[config.mk]
export PLATFORM = sky130hd
export DESIGN_NAME = shift_load_ctrl
export DESIGN_NICKNAME = d
export VERILOG_FILES = /design/src/rtl/shift_load_ctrl.sv
export SDC_FILE = /design/constraint.sdc
export NUM_CORES = 1
export LEC_CHECK = 0
export ABC_AREA = 0
export BUFFER_PORTS_ARGS = -buffer_cell sky130_fd_sc_hd__buf_4
export CORE_AREA = 2 2 39 41
export CTS_BUF_LIST = sky130_fd_sc_hd__clkbuf_16
export DETAILED_ROUTE_END_ITERATION = 7
export DIE_AREA = 0 0 41 43
export PLACE_DENSITY = 0.73
export RECOVER_POWER = 50
export SLEW_MARGIN = 20
export SYNTH_ARGS = -nofsm -noshare
export SYNTH_HDL_FRONTEND = slang
export SYNTH_SLANG_ARGS = --single-unit
[constraint.sdc]
create_clock -name clk -period 2.5 [get_ports clk]
set_input_delay 0.25 -clock clk [delete_from_list [all_inputs] [get_ports clk]]
set_output_delay 0.25 -clock clk [all_outputs]
set_load 0.005 [all_outputs]
[src/rtl/shift_load_ctrl.sv]
// shift_load_ctrl
// Sequencer that feeds a parallel word, LSB first, into a downstream serial
// shift register (which shifts high->low with serial_in entering the MSB).
// A word is accepted over valid/ready, shifted in over exactly WIDTH cycles,
// held for HOLD_CYCLES cycles and then announced with a one-cycle load_done.
// An abort during shifting or holding returns to IDLE with a one-cycle
// aborted pulse. Every output is a decode of registered state.
module shift_load_ctrl #(
    parameter int WIDTH       = 4,
    parameter int HOLD_CYCLES = 2
) (
    input  logic                       clk,
    input  logic                       rst_n,
    input  logic                       in_valid,
    input  logic [WIDTH-1:0]           in_data,
    output logic                       in_ready,
    input  logic                       abort,
    output logic                       shift_control,
    output logic                       serial_in,
    output logic                       busy,
    output logic [$clog2(WIDTH+1)-1:0] bit_cnt,
    output logic                       load_done,
    output logic                       aborted
);

    localparam int CW  = $clog2(WIDTH + 1);
    localparam int HCW = (HOLD_CYCLES > 1) ? $clog2(HOLD_CYCLES) : 1;

    localparam logic [CW-1:0]  CNT_ZERO  = CW'(0);
    localparam logic [CW-1:0]  CNT_ONE   = CW'(1);
    localparam logic [CW-1:0]  CNT_LAST  = CW'(WIDTH - 1);
    localparam logic [HCW-1:0] HOLD_ZERO = HCW'(0);
    localparam logic [HCW-1:0] HOLD_ONE  = HCW'(1);
    // With no hold phase the HOLD state is never entered, so this value is unused.
    localparam logic [HCW-1:0] HOLD_LAST = (HOLD_CYCLES > 0) ? HCW'(HOLD_CYCLES - 1) : HCW'(0);
    localparam bit             HOLD_EN   = (HOLD_CYCLES > 0);

    typedef enum logic [1:0] {
        ST_IDLE  = 2'd0,
        ST_SHIFT = 2'd1,
        ST_HOLD  = 2'd2,
        ST_DONE  = 2'd3
    } state_t;

    state_t           state_q, state_d;
    // The buffer shifts right alongside the downstream register, so bit 0
    // is always the next bit to send.
    logic [WIDTH-1:0] buf_q, buf_d;
    logic [CW-1:0]    bit_cnt_q, bit_cnt_d;
    logic [HCW-1:0]   hold_cnt_q, hold_cnt_d;
    logic             aborted_q, aborted_d;

    // State and datapath registers with synchronous active-low reset.
    always_ff @(posedge clk) begin
        if (!rst_n) begin
            state_q    <= ST_IDLE;
            buf_q      <= {WIDTH{1'b0}};
            bit_cnt_q  <= CNT_ZERO;
            hold_cnt_q <= HOLD_ZERO;
            aborted_q  <= 1'b0;
        end else begin
            state_q    <= state_d;
            buf_q      <= buf_d;
            bit_cnt_q  <= bit_cnt_d;
            hold_cnt_q <= hold_cnt_d;
            aborted_q  <= aborted_d;
        end
    end

    // Next-state and datapath update: accept, shift, hold, finish or abort.
    always_comb begin
        state_d    = state_q;
        buf_d      = buf_q;
        bit_cnt_d  = bit_cnt_q;
        hold_cnt_d = hold_cnt_q;
        aborted_d  = 1'b0;
        case (state_q)
            ST_IDLE: begin
                // abort has no meaning here; only a valid word moves us on.
                if (in_valid) begin
                    state_d    = ST_SHIFT;
                    buf_d      = in_data;
                    bit_cnt_d  = CNT_ZERO;
                    hold_cnt_d = HOLD_ZERO;
                end else begin
                    state_d = ST_IDLE;
                end
            end
            ST_SHIFT: begin
                if (abort) begin
                    state_d    = ST_IDLE;
                    aborted_d  = 1'b1;
                    bit_cnt_d  = CNT_ZERO;
                    hold_cnt_d = HOLD_ZERO;
                end else begin
                    buf_d      = {1'b0, buf_q[WIDTH-1:1]};
                    bit_cnt_d  = bit_cnt_q + CNT_ONE;
                    hold_cnt_d = HOLD_ZERO;
                    if (bit_cnt_q == CNT_LAST) begin
                        state_d = HOLD_EN ? ST_HOLD : ST_DONE;
                    end else begin
                        state_d = ST_SHIFT;
                    end
                end
            end
            ST_HOLD: begin
                if (abort) begin
                    state_d    = ST_IDLE;
                    aborted_d  = 1'b1;
                    bit_cnt_d  = CNT_ZERO;
                    hold_cnt_d = HOLD_ZERO;
                end else if (hold_cnt_q == HOLD_LAST) begin
                    state_d    = ST_DONE;
                    hold_cnt_d = HOLD_ZERO;
                end else begin
                    state_d    = ST_HOLD;
                    hold_cnt_d = hold_cnt_q + HOLD_ONE;
                end
            end
            ST_DONE: begin
                // abort is too late here; the load has already completed.
                state_d    = ST_IDLE;
                bit_cnt_d  = CNT_ZERO;
                hold_cnt_d = HOLD_ZERO;
            end
            default: begin
                state_d    = ST_IDLE;
                buf_d      = {WIDTH{1'b0}};
                bit_cnt_d  = CNT_ZERO;
                hold_cnt_d = HOLD_ZERO;
            end
        endcase
    end

    // Output decode of the registered state.
    always_comb begin
        in_ready      = 1'b0;
        shift_control = 1'b0;
        serial_in     = 1'b0;
        busy          = 1'b0;
        load_done     = 1'b0;
        bit_cnt       = bit_cnt_q;
        aborted       = aborted_q;
        case (state_q)
            ST_IDLE: begin
                in_ready = 1'b1;
            end
            ST_SHIFT: begin
                shift_control = 1'b1;
                serial_in     = buf_q[0];
                busy          = 1'b1;
            end
            ST_HOLD: begin
                busy = 1'b1;
            end
            ST_DONE: begin
                busy      = 1'b1;
                load_done = 1'b1;
            end
            default: begin
                in_ready = 1'b0;
            end
        endcase
    end

endmodule

==> out/results.ini <==
[finish]
antennaDiodeCount = 0
n_fill_cell = 128
area_growth_pct = 30.3
drive_gt1_share_pct = 25.6
nets = 102
utilization_pct = 61.8

[worst_setup_path]
endpoint_kind = output port
slowest_stage = ha_1
worstReg2RegEnd = buf_q[3]
reg2reg_slack_ns = 0.95
crit_path_start_kind = register
path_cells = inv_1 > ha_1 > and2_1 > buf_4
reg2regPathDepth = 5
reg2reg_from = state_q[1]
cp.arrival_ns = 1.36
crit_fanout = 12
critPathKind = reg2out
cp_slowest_stage_delay_ns = 0.41
crit_required_ns = 2.25

[placement]
place_ws_ns = 0.935
hpwl_um = 969
io_buffers = 16
gp_congestion = 0.730

[grt]
grt_pass1_wl_um = 2240
antenna_found_initial = 0
grt_pass1_vias = 500
grt_start_max_net_pins = 15
overflow = 0
track_usage_pct = 19.6

[routing]
wirelength_um = 1350
drt_iter0_markers = 6
via_count = 563
first_pass_iters = 2
viasPerCell = 5.52
detail-route-antenna-nets = 0
drcViolationCount = 0
wl_per_cell_um = 13.3

[job]
maxCapViolCount = 0

[die]
core_um2 = 1380
rows = 14
io_pins = 17
die_h_um = 43
die_w_um = 41
die_area_um2 = 1760
initial_utilization_pct = 47.5

[sta]
max_freq_mhz = 619
slew_viol_final = 0
rsz0062_at_grt = false
period_share_pct = 64.6
hold_viol_final = 0
finalSetupTns_ns = 0
worstMarginPinSlew_ns = 0.412
slew_headroom_pct = 72.6
final.min_clock_period_ns = 1.61
finClkSkew_ns = 0.00362
holdWs_ns = 0.233
setup_viol = 0
fin_ws_ns = 0.885

[clock_network]
clk_latency_ns = 0.24
cts.sinks = 11
htreeDepth = 1
postCtsHoldBufs = 0
post-cts-setup-buffers = 0
postCtsResizedCells = 0
path_clk_slew_ns = 0.04
clock_path_buffers = 2
cts_buffers = 3
tritoncts = built
clockRootBuffer = clkbuf_16

[pwr]
internal_power_uw = 424
peakVddDrop_mv = 0.443
power.density_nw_per_um2 = 631
pwr-share-seq_pct = 34.9
pwr-share-clk_pct = 53.9
netSwitchingFraction_pct = 21.3
p_leak_uw = 0.000384
p_sw_uw = 115
combPwrFrac_pct = 11.1

[min_path]
hold_start = abort
holdPathStages = 2
hold_class = in2reg
hold_end = state_q[1]

[synth]
seq_area_frac_synth_pct = 33.5
syn_inst = 69
yosys_warnings = 0
syn_area_um2 = 657
postSynthNetCount = 84
synth-seq-cells = 11
synth_edf_count = 0
synth.distinct_cells = 26
async_reset_ff_share_pct = 0
synth_ff_type = dfxtp_1
postSynthAreaPerCell_um2 = 9.52

[status]
status = completed

[critical path: cells and delay by family, from the launching register on]
kind / cells / cell delay, ns
adder cells (fa/ha/maj): 1 / 0.41
buffers and inverters: 2 / 0.20
flip-flops: 1 / 0.32
AND/OR/NAND/NOR: 1 / 0.19
[metrics by stage]
stage | area (um2) | power (uW) | instances
2_1_floorplan | 657 | 230 | 69
3_3_place_gp | 777 | 251 | 98
3_5_place_dp | 777 | 252 | 98
4_1_cts | 856 | 549 | 102
5_1_grt | 856 | 564 | 102
6_report | 856 | 540 | 102
[area by class of cell]
type	instances	area, um2	share of cell area (%)
repair buffers	16	120	14.0
flip-flops and latches	11	220	25.7
multi-input cells	51	402	46.9
clock inverters	1	3.75	0.439
well taps	16	20.0	2.34
inverters	4	15.0	1.75
clock buffers	3	75.1	8.77
[cells by family (layout without fill, tap and decap cells)]
| family | after synthesis | after routing | share of synthesized area (%) |
|---|---|---|---|
| AOI/OAI and AO/OA | 18 | 18 | 20.0 |
| xor gates and xnor gates | 1 | 1 | 1.33 |
| adders and majority gates | 7 | 7 | 13.3 |
| buffers and inverters | 7 | 24 | 5.33 |
| DFF | 11 | 11 | 33.5 |
| muxes | 3 | 3 | 5.14 |
| and+or+nand+nor | 22 | 22 | 21.3 |
[cell usage after synthesis, types with 2 or more instances]
library cell,instances,area share [%]
dfxtp_1,11,34
ha_1,7,13
a21boi_1,5,5.7
nand2_1,5,2.9
inv_1,4,2.3
o21ai_0,4,3.0
mux2_1,3,5.1
nand2b_1,3,2.9
nand4b_1,3,4.0
o2111ai_1,3,4.0
o311ai_1,3,4.0
and2b_4,2,3.0
nor2_1,2,1.1
nor2b_1,2,1.9
[power by group through the flow]
stage / Combinational (uW) / Clock (uW) / Sequential, uW
global route: 67.2 / 308 / 189
floorplan: 39.8 / 0 / 190
global placement: 59.6 / 0 / 191
CTS: 61.2 / 300 / 188
finish: 60.1 / 291 / 189
detailed placement: 61.0 / 0 / 191
[routing by layer]
metal	wire [um]	vias up	GRT usage (%)
met3	92	6	6.28
li1	-	284	-
met2	615	15	26.9
met1	604	258	24.4
met4	40	0	14.0
met5	0	-	0
[how the worst max path moves through the flow]
stage	startpoint	slack (ns)	endpoint
5_1_grt	state_q[1]	0.77	serial_in
6_report	state_q[1]	0.89	serial_in
3_5_place_dp	state_q[1]	0.93	buf_q[3]
3_3_place_gp	state_q[1]	1.05	buf_q[3]
2_1_floorplan	state_q[1]	1.18	buf_q[0]
4_1_cts	state_q[1]	0.87	serial_in
[cells in the final DEF (no fill, tap or decap), types with 3 or more instances in the layout]
| master | instances |
|---|---|
| a21boi_1 | 5 |
| buf_4 | 9 |
| clkbuf_16 | 3 |
| clkbuf_4 | 7 |
| dfxtp_1 | 11 |
| ha_1 | 7 |
| inv_1 | 5 |
| mux2_1 | 3 |
| nand2_1 | 5 |
| nand2b_1 | 3 |
| nand4b_1 | 3 |
| o2111ai_1 | 3 |
| o21ai_0 | 4 |
| o311ai_1 | 3 |
[flip-flops by register name (all words and copies together), names as in the netlist]
| signal | count |
|---|---|
| hold_cnt_q | 1 |
| buf_q | 4 |
| bit_cnt | 3 |
| state_q | 2 |
| aborted | 1 |
No activity file was read; power rests on OpenSTA's default activity.
